==> src/rtl/regfile_pkg.sv <==
// Shared types and sizes for the register-file write bank.
package regfile_pkg;

  localparam int unsigned NREG = 32;
  localparam int unsigned AW   = 5;
  localparam int unsigned DW   = 32;

  typedef enum logic {ST_IDLE, ST_CLEAR} wb_state_t;

  typedef logic [AW-1:0] reg_idx_t;

endpackage

==> src/rtl/decoder5_to_32.sv <==
// 5-bit index plus enable to 32-bit one-hot row select.
module decoder5_to_32
  import regfile_pkg::*;
(
  input  reg_idx_t         idx_i,
  input  logic             en_i,
  output logic [NREG-1:0]  onehot_o
);

  // Single row asserted when enabled, none otherwise.
  always_comb begin
    onehot_o = '0;
    if (en_i) begin
      onehot_o[idx_i] = 1'b1;
    end
  end

endmodule

==> src/rtl/regfile_write_bank.sv <==
// Write side of the 32x32 register file: write decode, storage and a
// one-register-per-cycle bulk-clear sequencer. All registers are exposed on
// q_all_o for the read mux.
// Optional build macro REG0_HARDWIRE_EN: register 0 reads as constant zero and
// writes to it are accepted but discarded.
module regfile_write_bank
  import regfile_pkg::*;
(
  input  logic                 clk_i,
  input  logic                 rst_i,
  input  logic                 wr_valid_i,
  output logic                 wr_ready_o,
  input  reg_idx_t             wr_addr_i,
  input  logic [DW-1:0]        wr_data_i,
  input  logic                 clr_req_i,
  output logic                 clr_busy_o,
  output logic                 clr_done_o,
  output logic [NREG*DW-1:0]   q_all_o
);

  wb_state_t       state_q, state_d;
  reg_idx_t        clr_cnt_q, clr_cnt_d;
  logic [DW-1:0]   regs_q [NREG];

  logic            wr_fire;
  reg_idx_t        sel_idx;
  logic            sel_en;
  logic [DW-1:0]   row_data;
  logic [NREG-1:0] row_sel;
  logic [NREG-1:0] row_we;

  // Handshake outputs, next-state logic and row-select source muxing.
  always_comb begin
    state_d    = state_q;
    clr_cnt_d  = clr_cnt_q;
    wr_ready_o = 1'b0;
    clr_busy_o = 1'b0;
    clr_done_o = 1'b0;
    wr_fire    = 1'b0;
    sel_idx    = wr_addr_i;
    sel_en     = 1'b0;
    row_data   = wr_data_i;
    unique case (state_q)
      ST_IDLE: begin
        wr_ready_o = 1'b1;
        wr_fire    = wr_valid_i;
        sel_en     = wr_fire;
        // A write in the same cycle still lands; the clear reaches it later.
        if (clr_req_i) begin
          state_d   = ST_CLEAR;
          clr_cnt_d = '0;
        end
      end
      ST_CLEAR: begin
        clr_busy_o = 1'b1;
        sel_idx    = clr_cnt_q;
        sel_en     = 1'b1;
        row_data   = '0;
        clr_cnt_d  = clr_cnt_q + reg_idx_t'(1);
        if (clr_cnt_q == reg_idx_t'(NREG - 1)) begin
          clr_done_o = 1'b1;
          state_d    = ST_IDLE;
        end
      end
      default: state_d = ST_IDLE;
    endcase
  end

  decoder5_to_32 u_decoder (
    .idx_i    (sel_idx),
    .en_i     (sel_en),
    .onehot_o (row_sel)
  );

  // Register 0 never takes a write when hardwired, so it stays at its reset zero.
  always_comb begin
`ifdef REG0_HARDWIRE_EN
    row_we = {row_sel[NREG-1:1], 1'b0};
`else
    row_we = row_sel;
`endif
  end

  // Sequencer state with synchronous reset.
  always_ff @(posedge clk_i) begin
    if (rst_i) begin
      state_q   <= ST_IDLE;
      clr_cnt_q <= '0;
    end else begin
      state_q   <= state_d;
      clr_cnt_q <= clr_cnt_d;
    end
  end

  // Storage array; unselected rows hold.
  always_ff @(posedge clk_i) begin
    if (rst_i) begin
      for (int i = 0; i < NREG; i++) begin
        regs_q[i] <= '0;
      end
    end else begin
      for (int i = 0; i < NREG; i++) begin
        if (row_we[i]) begin
          regs_q[i] <= row_data;
        end
      end
    end
  end

  // Flatten the array onto the read-mux bus.
  always_comb begin
    q_all_o = '0;
    for (int i = 0; i < NREG; i++) begin
      q_all_o[DW*i +: DW] = regs_q[i];
    end
`ifdef REG0_HARDWIRE_EN
    q_all_o[DW-1:0] = '0;
`endif
  end

endmodule

==> config.mk <==
export PLATFORM = sky130hd
export DESIGN_NAME = regfile_write_bank
export DESIGN_NICKNAME = d
export VERILOG_FILES = /design/src/rtl/regfile_pkg.sv /design/src/rtl/decoder5_to_32.sv /design/src/rtl/regfile_write_bank.sv
export SDC_FILE = /design/constraint.sdc
export NUM_CORES = 1
export LEC_CHECK = 0
export CORE_AREA = 2 2 420 422
export CTS_CLUSTER_DIAMETER = 80
export DETAILED_ROUTE_END_ITERATION = 7
export DIE_AREA = 0 0 422 424
export DONT_BUFFER_PORTS = 1
export REMOVE_ABC_BUFFERS = 1
export SETUP_SLACK_MARGIN = 0.5
export SLEW_MARGIN = 25
export SYNTH_ARGS = -nofsm -noshare
export SYNTH_HDL_FRONTEND = slang
export SYNTH_HIERARCHICAL = 1
export SYNTH_SLANG_ARGS = --single-unit
==> constraint.sdc <==
create_clock -name clk_i -period 3.83 [get_ports clk_i]
set_input_delay 0.1915 -clock clk_i [delete_from_list [all_inputs] [get_ports clk_i]]
set_output_delay 0.1915 -clock clk_i [all_outputs]
set_load 0.05 [all_outputs]
==> results of run 1 <==
power by group through the flow:
stage	logic, mW	clock network, mW	registers, mW
after global placement	0.799	0	15.8
final	1.23	10.3	15.6
after global routing	1.29	10.9	15.6
after detailed placement	0.810	0	15.8
after CTS	1.25	10.4	15.6
after floorplan	0.364	0	15.6
metrics by stage:
stage          hold WS [ps]  worst slack, ps  util [%]  TNS [ps]
2_1_floorplan         260.6            -1953         -  -1884860
3_3_place_gp          292.1            612.7     22.26         0
3_5_place_dp          297.1            767.4     22.26         0
4_1_cts               5.943            620.3     25.00         0
5_1_grt               21.37            493.0     25.04         0
6_report              57.97            616.8     25.07         0
cells in the mapped netlist:
cell type  count
a21oi_1        4
ha_1           2
nand2b_1       2
nand4b_1       4
or2_1         11
nor2b_1        1
buf_2          7
and3_1       577
nand3b_1       1
a311oi_1       1
nor2_4         1
clkbuf_1     102
nand3_1        1
dfxtp_1        6
nand4bb_1      3
nand2_1        2
or2_2         23
mux2i_1        1
buf_6         13
mux2_2         6
inv_1          2
buf_4          9
nor3b_1        2
nor2_1        37
edfxtp_1    1024
and2_1        33
nand4_1        1
buf_8          1
o21ai_0        1
clkbuf_2      30
or4b_1         1
state kept, by name, summed over array words and instances, names as in the netlist:
register,flops
clr_cnt_q,5
regs_q,1024
state_q,1
cell type report:
type                       count  share of cell area (%)
sequential                  1030                   70.37
antenna                       36                  0.2054
multi-input combinational    715                   10.30
timing repair buffer         153                   4.526
clock buffer                 134                   6.335
inverter                       2                 0.01711
clock inverter                65                   1.574
tap                         2340                   6.674
layout by cell type (no fill, tap or decap), types with 5 or more instances in the layout:
cell           count
bufinv_16          6
edfxtp_1        1024
clkbuf_1          27
mux2_2             6
clkinv_2          11
or2_4              5
clkinv_16          6
dfxtp_1            6
nor2_1            21
or2_2             26
inv_8              6
dlygate4sd3_1     59
inv_6              6
and3_1           577
clkinv_1          23
buf_4             46
diode_2           36
nor2_2            14
buf_12            34
and2_1            33
clkbuf_16        107
buf_16            13
routing by layer:
| metal | global-route usage, % | vias up | wire length (um) |
|---|---|---|---|
| met1 | 20.17 | 10440 | 57870 |
| met2 | 28.05 | 1669 | 78030 |
| met4 | 5.708 | 10 | 5180 |
| li1 | - | 7606 | - |
| met3 | 4.634 | 291 | 15440 |
| met5 | 0 | - | 66 |
path summary, 6_finish.rpt:
path,depth (start not counted),endpoint,slack [ps]
max,8,regs_q[0][274],620
min,1,regs_q[1][125],60
max reg2reg,8,regs_q[0][274],620
min reg2reg,2,clr_cnt_q[3],540
cell families (layout without fill, tap and decap cells):
family	after synthesis	in the layout	share of synthesized area (%)
AND/OR/NAND/NOR	700	700	11.95
buffers and inverters	164	354	2.227
AO/OA/AOI/OAI	6	6	0.09350
multiplexers	7	7	0.2147
other	0	36	0
flip-flops	1030	1030	85.44
adder cells (fa/ha/maj)	2	2	0.06925
critical path, cell delays in order (launching register included):
cell,delay [ps]
dfxtp_1,490
buf_4,370
mux2_2,420
or2_1,390
nor2_2,210
buf_4,130
buf_4,300
and3_1,210
dlygate4sd3_1,540
timing repair:
item | 4_1_cts | 5_1_grt
setup endpoints to repair | 0 | 3
hold buffers | 91 | 0
hold endpoints to repair | 743 | 0
gates resized for setup | 0 | 2
==> impl_metrics.env, run 1 <==
export IMPL_setup_violations=0
export IMPL_cp_arrival_ps=3840
export IMPL_min_period_ps=3213
export IMPL_place_inst=4148
export IMPL_fp_dieH_um=424
export IMPL_hp_start="wr_data_i[29]"
export IMPL_fmax_mhz=311.2
export IMPL_worst_skew_pair_late_latency_ps=760
export IMPL_rows=154
export IMPL_hp_class="in2reg"
export IMPL_design_area_um2=43870
export IMPL_worstReg2RegStart="state_q"
export IMPL_cts_sinks=1030
export IMPL_synth_top_cell_area_share_pct=85.11
export IMPL_crit_fanout=32
export IMPL_p_comb_share_pct=4.5
export IMPL_rsz0062_at_grt="yes"
export IMPL_core_area_um2=175000
export IMPL_p_leak_nw=17.13
export IMPL_cap_violations=0
export IMPL_drt_total_wl_um=156600
export IMPL_syn_area_um2=36130
export IMPL_yosys_top_cells_area="edfxtp_1, and3_1, clkbuf_1, and2_1, clkbuf_2"
export IMPL_gp_congestion=0.7807
export IMPL_place_area_um2=38950
export IMPL_p_int_mw=19.00
export IMPL_postCtsSetupBuffers=0
export IMPL_drc=0
export IMPL_hold_violations=0
export IMPL_synth_ff_latch_count=1030
export IMPL_syn_area_per_cell_um2=18.93
export IMPL_clkPwrFrac_pct=37.9
export IMPL_die_width_um=422
export IMPL_ir_drop_v=0.0003946
export IMPL_ys_seq_area_share_pct=85.44
export IMPL_multiInputGateArea_um2=4519
export IMPL_via_per_inst=4.473
export IMPL_layout_nets=2052
export IMPL_outcome="finished, final reports clean"
export IMPL_num_vias=20020
export IMPL_syn_inst=1909
export IMPL_worst_slew_pin_slew_ps=1072
export IMPL_overflow=0
export IMPL_clockRootBuffer="clkbuf_16"
export IMPL_grt_util_all_layers_pct=16.56
export IMPL_slew_viol_final=0
export IMPL_htree_num_levels=3
export IMPL_firstDrtPassIters=7
export IMPL_cts_tree="built"
export IMPL_cp_startpoint="state_q"
export IMPL_grt_pass1_wl_um=194900
export IMPL_instances_no_fill=4475
export IMPL_worstSetupStartpointType="register"
export IMPL_drive_gt1_share_pct=14.20
export IMPL_yosys_area_top_type="edfxtp_1"
export IMPL_required_ps=4460
export IMPL_p_sw_mw=8.068
export IMPL_syn_to_final_growth_pct=21.43
export IMPL_synth_cell_types=31
export IMPL_critPathKind="reg2reg"
export IMPL_antenna_found_initial=46
export IMPL_drtAntennaViolNets=0
export IMPL_drt_iter0_markers=2988
export IMPL_min_period_over_period_pct=83.89
export IMPL_power_density_nw_per_um2=616.9
export IMPL_avgRoutedWirePerCell_um=34.99
export IMPL_skew_ps=54.22
export IMPL_place_port_buffers=0
export IMPL_relSlewSlack_pct=28.51
export IMPL_fillers=17720
export IMPL_cts_buffer_depth=3
export IMPL_cts_buffers=107
export IMPL_grt_max_degree=278
export IMPL_synth_warnings=6
export IMPL_regArea_um2=30870
export IMPL_grt_pass1_vias=18210
export IMPL_io_pins=1068
export IMPL_dpl_hpwl_um=92360
export IMPL_p_seq_share_pct=57.6
export IMPL_finalPower_mw=27.06
export IMPL_clk_pin_slew_worst_paths_ps=60
export IMPL_endpoint_kind="register"
export IMPL_power_switching_share_pct=29.81
export IMPL_dieArea_um2=178900
export IMPL_start_util_pct=20.65
Power figures use the tool's default switching activity.
==> inputs of run 2 (changes only) <==
- clock period: 3.83 -> 3.1 ns (I/O delays scaled with it)
==> impl_metrics.env, run 2 (synthesis results as in run 1) <==
export IMPL_antenna_found_initial=42
export IMPL_fillers=17700
export IMPL_relSlewSlack_pct=42.87
export IMPL_cts_tree="built"
export IMPL_drtAntennaViolNets=0
export IMPL_via_per_inst=4.379
export IMPL_outcome="finished, final reports clean"
export IMPL_largest_reg_flops=1024
export IMPL_grt_max_degree=142
export IMPL_worstHoldPathCells=1
export IMPL_critPathKind="reg2out"
export IMPL_skew_ps=34.56
export IMPL_drive_gt1_share_pct=16.09
export IMPL_crit_fanout=5
export IMPL_rows=154
export IMPL_cts_buffers=104
export IMPL_grt_pass1_vias=17950
export IMPL_crit_end="clr_done_o"
export IMPL_dpl_hpwl_um=93880
export IMPL_finalPower_mw=33.25
export IMPL_slew_viol_final=0
export IMPL_place_port_buffers=0
export IMPL_endpoint_kind="output port"
export IMPL_rsz0062_at_grt="no"
export IMPL_ir_drop_v=0.0004703
export IMPL_io_pins=1068
export IMPL_cap_violations=0
export IMPL_min_period_ps=2425
export IMPL_die_width_um=422
export IMPL_worst_slew_pin_slew_ps=858.7
export IMPL_grt_pass1_wl_um=184700
export IMPL_cp_startpoint="clr_cnt_q[0]"
export IMPL_drt_iter0_markers=2796
export IMPL_dieArea_um2=178900
export IMPL_overflow=0
export IMPL_fp_dieH_um=424
export IMPL_rrSetupSlack_ps=690
export IMPL_drt_total_wl_um=146700
export IMPL_clockRootBuffer="clkbuf_16"
export IMPL_min_period_over_period_pct=78.22
export IMPL_layout_nets=2060
export IMPL_htree_num_levels=3
export IMPL_regMostFlops="regs_q"
export IMPL_cts_sinks=1030
export IMPL_required_ps=2940
export IMPL_worst_skew_pair_late_latency_ps=730
export IMPL_reg2regPathDepth=5
export IMPL_power_density_nw_per_um2=755.1
export IMPL_final_common_cell="edfxtp_1"
export IMPL_p_leak_nw=17.17
export IMPL_hp_class="in2reg"
export IMPL_num_vias=19650
export IMPL_final_cell_mix="edfxtp_1, and3_1, clkbuf_16"
export IMPL_start_util_pct=20.65
export IMPL_worstSetupStartpointType="register"
export IMPL_firstDrtPassIters=6
export IMPL_avgRoutedWirePerCell_um=32.69
export IMPL_reg2reg_to="regs_q[0][46]"
export IMPL_hold_violations=0
export IMPL_gp_congestion=0.7883
export IMPL_cts_buffer_depth=3
export IMPL_grt_util_all_layers_pct=15.48
export IMPL_setup_violations=0
export IMPL_top_regs="regs_q x1024, clr_cnt_q x5, state_q x1"
export IMPL_core_area_um2=175000
export IMPL_cp_arrival_ps=2270
export IMPL_worstReg2RegStart="state_q"
export IMPL_syn_to_final_growth_pct=21.88
export IMPL_clk_pin_slew_worst_paths_ps=60
export IMPL_drc=0
export IMPL_fmax_mhz=412.4
export IMPL_post_route_util_pct=25.17
run 2: cell types whose count changed in the layout (fill, tap and decap cells not counted), sizes merged:
cell | previous run | this run
buf | 94 | 128
dlygate4sd3 | 59 | 36
diode | 36 | 47
inv | 15 | 8
clkbuf | 134 | 129
clkinv | 43 | 46
bufinv | 6 | 5
clkinvlp | 3 | 4
run 2: cell type report:
type	instances	area (um2)	share of cell area, %
sequential	1030	30870	70.11
clock inverter	61	668.1	1.517
clock buffer	129	2718	6.172
multi-input combinational	715	4531	10.29
tap	2340	2928	6.649
inverter	2	7.507	0.01705
timing repair buffer	164	2192	4.978
antenna	47	117.6	0.2671
run 2: metrics by stage:
step | setup WS (ps) | setup TNS [ps] | instance area (um2) | std cells | hold slack, ps
2_1_floorplan | -2683 | -2896590 | 35330 | 1747 | 224.1
3_3_place_gp | 371.8 | 0 | 39340 | 4179 | 259.5
3_5_place_dp | 367.4 | 0 | 39340 | 4179 | 262.7
4_1_cts | 471.4 | 0 | 43900 | 4441 | 4.050
5_1_grt | 545.6 | 0 | 43960 | 4460 | 1.876
6_report | 675.1 | 0 | 44030 | 4488 | 7.529
run 2: power by group:
part	internal (mW)	leakage, nW	switching, mW
combinational	0.345	4.95	1.23
clock	6.77	1.63	5.67
sequential	16.2	10.6	3.03
total	23.3	17.2	9.94
run 2: critical path, stage by stage (launching register included):
cell,delay [ps]
dfxtp_1,430
ha_1,220
and3_1,170
ha_1,170
and2_1,540
run 2: what timing repair did:
action | 4_1_cts | 5_1_grt
hold buffers | 69 | 0
gates resized for setup | 4 | 7
endpoints found under the setup margin | 355 | 315
hold endpoints to repair | 1288 | 0
setup buffers | 3 | 0
run 2: worst min-delay path by stage:
stage	from	end
6_report	rst_i	regs_q[0][160]
5_1_grt	rst_i	regs_q[0][171]
4_1_cts	rst_i	regs_q[0][349]
3_5_place_dp	rst_i	clr_cnt_q[2]
3_3_place_gp	rst_i	clr_cnt_q[2]
2_1_floorplan	rst_i	clr_cnt_q[2]
run 2: metal layers:
layer	up-vias	part of all wire (%)	GRT usage, %
li1	7627	-	-
met1	10180	35	18.15
met2	1569	51	26.91
met3	268	11	4.427
met4	8	3.4	5.482
met5	-	0.035	0
